`src/rtl/ecc_155_err_monitor.sv`:
```
// ECC error monitor.
// Takes per-word flags from the ECC check stage and turns them into:
// saturating event counters, a first-error capture, and a level interrupt
// with a software acknowledge handshake.
// Stage 1 registers the incoming read and its flags. The event stage then
// updates the counters, the capture and the interrupt FSM from stage 1, so an
// event becomes visible two rising edges after it is sampled.
module ecc_155_err_monitor #(
  parameter int ADDR_WIDTH  = 8,
  parameter int CNT_WIDTH   = 16,
  parameter int SBIT_THRESH = 16
) (
  input  logic                  clk,
  input  logic                  rst,
  input  logic                  rd_vld,
  input  logic [ADDR_WIDTH-1:0] rd_addr,
  input  logic                  sbit_err,
  input  logic                  dbit_err,
  input  logic                  ecc_fault,
  input  logic                  clr,
  input  logic                  irq_ack,
  output logic [CNT_WIDTH-1:0]  sbit_cnt,
  output logic [CNT_WIDTH-1:0]  dbit_cnt,
  output logic [CNT_WIDTH-1:0]  fault_cnt,
  output logic                  first_err_vld,
  output logic [ADDR_WIDTH-1:0] first_err_addr,
  output logic [1:0]            first_err_type,
  output logic                  irq
);

  // Interrupt FSM states.
  localparam logic [1:0] ST_IDLE   = 2'd0;
  localparam logic [1:0] ST_ASSERT = 2'd1;
  localparam logic [1:0] ST_HOLD   = 2'd2;

  // Error type codes reported on first_err_type.
  localparam logic [1:0] TYPE_SBIT  = 2'b01;
  localparam logic [1:0] TYPE_DBIT  = 2'b10;
  localparam logic [1:0] TYPE_FAULT = 2'b11;

  localparam logic [CNT_WIDTH-1:0] CNT_MAX = '1;
  localparam logic [CNT_WIDTH-1:0] CNT_ONE = {{(CNT_WIDTH-1){1'b0}}, 1'b1};

  // The threshold can only be reached by an increment if it lies in
  // 1..CNT_MAX; otherwise the sbit trigger is never armed. Comparing the
  // counter against THRESH-1 before the increment means a saturated or
  // already-past-threshold counter can never fire again.
  localparam longint CNT_MAX_L   = (longint'(1) << CNT_WIDTH) - 1;
  localparam bit     THRESH_OK   = (SBIT_THRESH >= 1) &&
                                   (longint'(SBIT_THRESH) <= CNT_MAX_L);
  localparam logic [CNT_WIDTH-1:0] THRESH_PRE =
    THRESH_OK ? CNT_WIDTH'(SBIT_THRESH - 1) : '0;

  // Saturating increment: holds at all-ones instead of wrapping.
  function automatic logic [CNT_WIDTH-1:0] sat_inc(
    input logic [CNT_WIDTH-1:0] v,
    input logic                 en
  );
    if (en && (v != CNT_MAX)) begin
      return v + CNT_ONE;
    end
    return v;
  endfunction

  // Stage 1 registers.
  logic                  r_vld_p1;
  logic [ADDR_WIDTH-1:0] r_addr_p1;
  logic                  r_sbit_p1;
  logic                  r_dbit_p1;
  logic                  r_fault_p1;

  // Event-stage state.
  logic [CNT_WIDTH-1:0]  r_sbit_cnt;
  logic [CNT_WIDTH-1:0]  r_dbit_cnt;
  logic [CNT_WIDTH-1:0]  r_fault_cnt;
  logic                  r_first_vld;
  logic [ADDR_WIDTH-1:0] r_first_addr;
  logic [1:0]            r_first_type;
  logic [1:0]            r_state;

  // Decoded stage-1 events.
  logic                  w_ev_sbit;
  logic                  w_ev_dbit;
  logic                  w_ev_fault;
  logic                  w_ev_any;
  logic                  w_ev_hard;
  logic                  w_sbit_hit;
  logic [1:0]            w_ev_type;
  logic [1:0]            w_state_nxt;

  // ---- stage 0 -> stage 1: register the checked read and its flags ----
  // Sample the read and its flags every cycle; only rst clears this stage.
  always_ff @(posedge clk) begin
    if (rst) begin
      r_vld_p1   <= 1'b0;
      r_addr_p1  <= '0;
      r_sbit_p1  <= 1'b0;
      r_dbit_p1  <= 1'b0;
      r_fault_p1 <= 1'b0;
    end else begin
      r_vld_p1   <= rd_vld;
      r_addr_p1  <= rd_addr;
      r_sbit_p1  <= sbit_err;
      r_dbit_p1  <= dbit_err;
      r_fault_p1 <= ecc_fault;
    end
  end

  // ---- stage 1 -> stage 2: classify, count, capture, interrupt ----
  // Classify the stage-1 word. A word flagged both sbit and dbit counts as
  // dbit only; a fault is independent of the sbit/dbit classification.
  always_comb begin
    w_ev_dbit  = r_vld_p1 & r_dbit_p1;
    w_ev_sbit  = r_vld_p1 & r_sbit_p1 & ~r_dbit_p1;
    w_ev_fault = r_vld_p1 & r_fault_p1;
    w_ev_any   = w_ev_sbit | w_ev_dbit | w_ev_fault;
    w_ev_hard  = w_ev_dbit | w_ev_fault;
    w_sbit_hit = THRESH_OK && w_ev_sbit && (r_sbit_cnt == THRESH_PRE);
    if (w_ev_fault) begin
      w_ev_type = TYPE_FAULT;
    end else if (w_ev_dbit) begin
      w_ev_type = TYPE_DBIT;
    end else begin
      w_ev_type = TYPE_SBIT;
    end
  end

  // Saturating event counters; clr discards the event of the same cycle.
  always_ff @(posedge clk) begin
    if (rst || clr) begin
      r_sbit_cnt  <= '0;
      r_dbit_cnt  <= '0;
      r_fault_cnt <= '0;
    end else begin
      r_sbit_cnt  <= sat_inc(r_sbit_cnt,  w_ev_sbit);
      r_dbit_cnt  <= sat_inc(r_dbit_cnt,  w_ev_dbit);
      r_fault_cnt <= sat_inc(r_fault_cnt, w_ev_fault);
    end
  end

  // Capture address and type of the first event; later events never overwrite.
  always_ff @(posedge clk) begin
    if (rst || clr) begin
      r_first_vld  <= 1'b0;
      r_first_addr <= '0;
      r_first_type <= '0;
    end else if (w_ev_any && !r_first_vld) begin
      r_first_vld  <= 1'b1;
      r_first_addr <= r_addr_p1;
      r_first_type <= w_ev_type;
    end
  end

  // Interrupt next state. In ASSERT a new trigger outranks a coincident ack;
  // from HOLD only dbit/fault events re-arm the interrupt.
  always_comb begin
    w_state_nxt = r_state;
    if (clr) begin
      w_state_nxt = ST_IDLE;
    end else begin
      case (r_state)
        ST_IDLE: begin
          if (w_ev_hard || w_sbit_hit) begin
            w_state_nxt = ST_ASSERT;
          end
        end
        ST_ASSERT: begin
          if (!(w_ev_hard || w_sbit_hit) && irq_ack) begin
            w_state_nxt = ST_HOLD;
          end
        end
        ST_HOLD: begin
          if (w_ev_hard) begin
            w_state_nxt = ST_ASSERT;
          end
        end
        default: begin
          w_state_nxt = ST_IDLE;
        end
      endcase
    end
  end

  // Interrupt state register.
  always_ff @(posedge clk) begin
    if (rst) begin
      r_state <= ST_IDLE;
    end else begin
      r_state <= w_state_nxt;
    end
  end

  assign sbit_cnt       = r_sbit_cnt;
  assign dbit_cnt       = r_dbit_cnt;
  assign fault_cnt      = r_fault_cnt;
  assign first_err_vld  = r_first_vld;
  assign first_err_addr = r_first_addr;
  assign first_err_type = r_first_type;
  assign irq            = (r_state == ST_ASSERT);

endmodule
```
`config.mk`:
```
export PLATFORM = sky130hd
export DESIGN_NAME = ecc_155_err_monitor
export DESIGN_NICKNAME = d
export VERILOG_FILES = /design/src/rtl/ecc_155_err_monitor.sv
export SDC_FILE = /design/constraint.sdc
export NUM_CORES = 1
export LEC_CHECK = 0
export BUFFER_PORTS_ARGS = -buffer_cell sky130_fd_sc_hd__clkbuf_2
export CAP_MARGIN = 20
export CORE_ASPECT_RATIO = 0.75
export CORE_UTILIZATION = 30
export CTS_BUF_LIST = sky130_fd_sc_hd__clkbuf_4 sky130_fd_sc_hd__clkbuf_8
export CTS_CLUSTER_DIAMETER = 50
export DETAILED_ROUTE_END_ITERATION = 8
export SLEW_MARGIN = 10
export SYNTH_ARGS = -nofsm -noshare
export SYNTH_HDL_FRONTEND = slang
export SYNTH_SLANG_ARGS = --single-unit
```
`constraint.sdc`:
```
create_clock -name clk -period 1.8 [get_ports clk]
set_input_delay 0.36 -clock clk [delete_from_list [all_inputs] [get_ports clk]]
set_output_delay 0.36 -clock clk [all_outputs]
set_load 0.01 [all_outputs]
```
==> out/summary.txt <==
Synth-to-Final Area Change: 31.21%
Max VDD drop: 387.9 uV
Total GRT Usage: 17.04%
Post-Syn Area: 0.003420 mm^2
Crit Path Max Fanout: 6
CP required: 2.09 ns
Synth Area in Compound Gates: 18.00%
area of the multi-input gates: 0.001886 mm^2
fin crit share: 95.08%
WL final: 9678 um
I/O Pins: 76
Net count, final: 521
routed vias/inst: 5.421
mux cell area share after synthesis: 4.391%
cts-stage hold buffer count: 0
Max Slew Vio Count: 0
DR iter-0 viols: 230
total CTS buffers: 9
Routed Antenna Nets: 0
post_cts resized: 0
clock-pin transition on the worst setup and hold timing paths: 0.08 ns
Min-Delay Path Class: input port to register
gpl congestion: 0.8048
Most used DFF post-synth: dfxtp_1
simple-gate share of the synthesized area: 31.10%
slew at the pin closest to its max-slew limit: 0.5922 ns
Die H: 94.46 um
vias in the first global route: 3228
Core Rows: 33
initial antenna violation count: 0
count of final setup violators: 0
fraction of registers with async set/reset: 0%
Avg Cell Area, Syn: 8.813 um^2
max-cap viol count: 0
register area: 0.001466 mm^2
routed length per instance: 14.98 um
sequential share of the synthesized area: 42.74%
top post-synthesis cells by area: dfxtp_1 43%, a21oi_1 4.4%, mux2i_1 4.4%
post-synth cell types: 45
full die area: 0.01183 mm^2
xor/xnor share of the synthesized area: 0%
Initial Util: 31.02%
drt pass-1 iters: 7
Startpoint Class: register
die width: 125.3 um
EDFF count, synth: 0
Fillers: 1116
antenna cells: 0
Setup Skew: 0.01071 ns
total gr overflow: 0
DP Worst Slack: 0.06390 ns
Seq cells post-synth: 73
I/O Buffers: 75
status: finished, violations left
commonest cells in the netlist: 73 x dfxtp_1, 34 x nand2_1, 30 x a21oi_1, 19 x nor2_1
area of placed instances: 0.004235 mm^2
cell area power density: 724.6 mW/mm^2
final non-filler cell area: 0.004487 mm^2
core area: 0.01102 mm^2
Clock Sinks: 73
Synth area leader: dfxtp_1
Clock Path Buffers: 2
CTS tree: done
Finished Core Util: 40.70%
Setup WS post-layout: 0.08856 ns
Max Clock Freq: 584.3 MHz
clock root buffer: clkbuf_8
layout cells sized above 1: 30.24%
Max-slew headroom: 60.52%
Critical Path AT: 2.00 ns
Final Hold Fails: 0
P_leak: 1.708 nW
Max H-tree Level: 3
residual DRC count: 3
Yosys Warn Count: 0
first-pass GRT wire length: 16030 um
largest family of logic cells by synthesized area: simple AND/OR/NAND/NOR gates
failing checks: design-rule violations
detailed placement HPWL: 7256 um
Worst-Skew Late Latency: 0.36 ns
CP Capture Type: register
post-synthesis instance total: 388
Final min period: 1.711 ns
RSZ-0062 raised after global routing: no
Vias: 3502
Mapped Nets: 407
largest net degree at the start of global routing: 22
setup TNS: 0 ns
Post-CTS Setup Bufs: 0
Post-Synth Adder-Cell Area: 1.098%
crit path kind: register to register
cell with the most instances after synthesis: dfxtp_1
share of the synthesized area in the top cell type: 42.74%
[area by class of cell]
type	instances	share of cell area, %
clock inverters	4	1.701
flip-flops and latches	73	32.68
multi-input cells	292	42.02
inverters	7	0.5856
clock buffers	11	3.374
repair buffers	119	15.73
well taps	140	3.904
[metrics by stage]
stage                     hold WS [ns]  power [mW]  cells
after global placement          0.4455       1.819    631
after CTS                       0.1941       3.287    646
after global routing            0.1945       3.381    646
after floorplan                 0.4407       1.758    388
final                           0.2095       3.251    646
after detailed placement        0.4582       1.823    631
[cells in the final DEF (no fill, tap or decap), types with 4 or more instances in the layout]
cell,instances
or2_2,5
nor2_1,19
o211ai_1,4
o31ai_1,11
or3_1,18
inv_1,7
buf_4,44
nor3_1,6
mux2i_1,15
clkbuf_2,75
or4_1,13
a21oi_1,30
nand3_1,18
o311ai_0,9
nand2_1,33
nand4_1,16
clkbuf_8,11
o41ai_1,9
dfxtp_2,4
and4_1,8
o21ai_0,14
nor4_1,12
nor2b_1,13
dfxtp_1,69
[critical path, stage by stage (launching register included)]
cell and delay, ns:
dfxtp_1 0.40, ha_1 0.21, and3_1 0.21, nand3_1 0.20, or4_1 0.46, a21oi_1 0.16
[report_power, final]
group	switching [mW]	internal [mW]
clock	0.617	0.851
sequential	0.0141	1.63
combinational	0.0774	0.0585
total	0.709	2.54
[cell families (layout without fill, tap and decap cells)]
group / Yosys count / in the layout
and+or+nand+nor: 182 / 182
AOI/OAI and AO/OA: 92 / 92
DFF: 73 / 73
buffers and inverters: 23 / 141
muxes: 15 / 15
adders and majority gates: 3 / 3
[routing by layer]
| metal | up-vias | global-route usage, % | share of wire [%] |
|---|---|---|---|
| met5 | - | 0 | 0 |
| met4 | 0 | 4.573 | 0.71 |
| met3 | 7 | 5.269 | 5.9 |
| met2 | 98 | 26.07 | 43 |
| met1 | 1660 | 23.16 | 50 |
| li1 | 1737 | - | - |
[final timing paths]
| kind | slack, ns | cells past startpoint | to | from |
|---|---|---|---|---|
| hold reg to reg | 0.47 | 2 | first_err_addr[4] | r_addr_p1[4] |
| hold / removal | 0.21 | 2 | r_addr_p1[2] | rd_addr[2] |
| setup reg to reg | 0.09 | 5 | sbit_cnt[8] | sbit_cnt[0] |
| setup / recovery | 0.09 | 5 | sbit_cnt[8] | sbit_cnt[0] |
[state kept, by name (all words and copies together) (netlist names)]
register / count
first_err_vld: 1
r_dbit_p1: 1
r_fault_p1: 1
r_vld_p1: 1
first_err_type: 2
r_state: 2
r_sbit_p1: 1
dbit_cnt: 16
r_addr_p1: 8
sbit_cnt: 16
fault_cnt: 16
first_err_addr: 8
No activity file was read; power rests on OpenSTA's default activity.
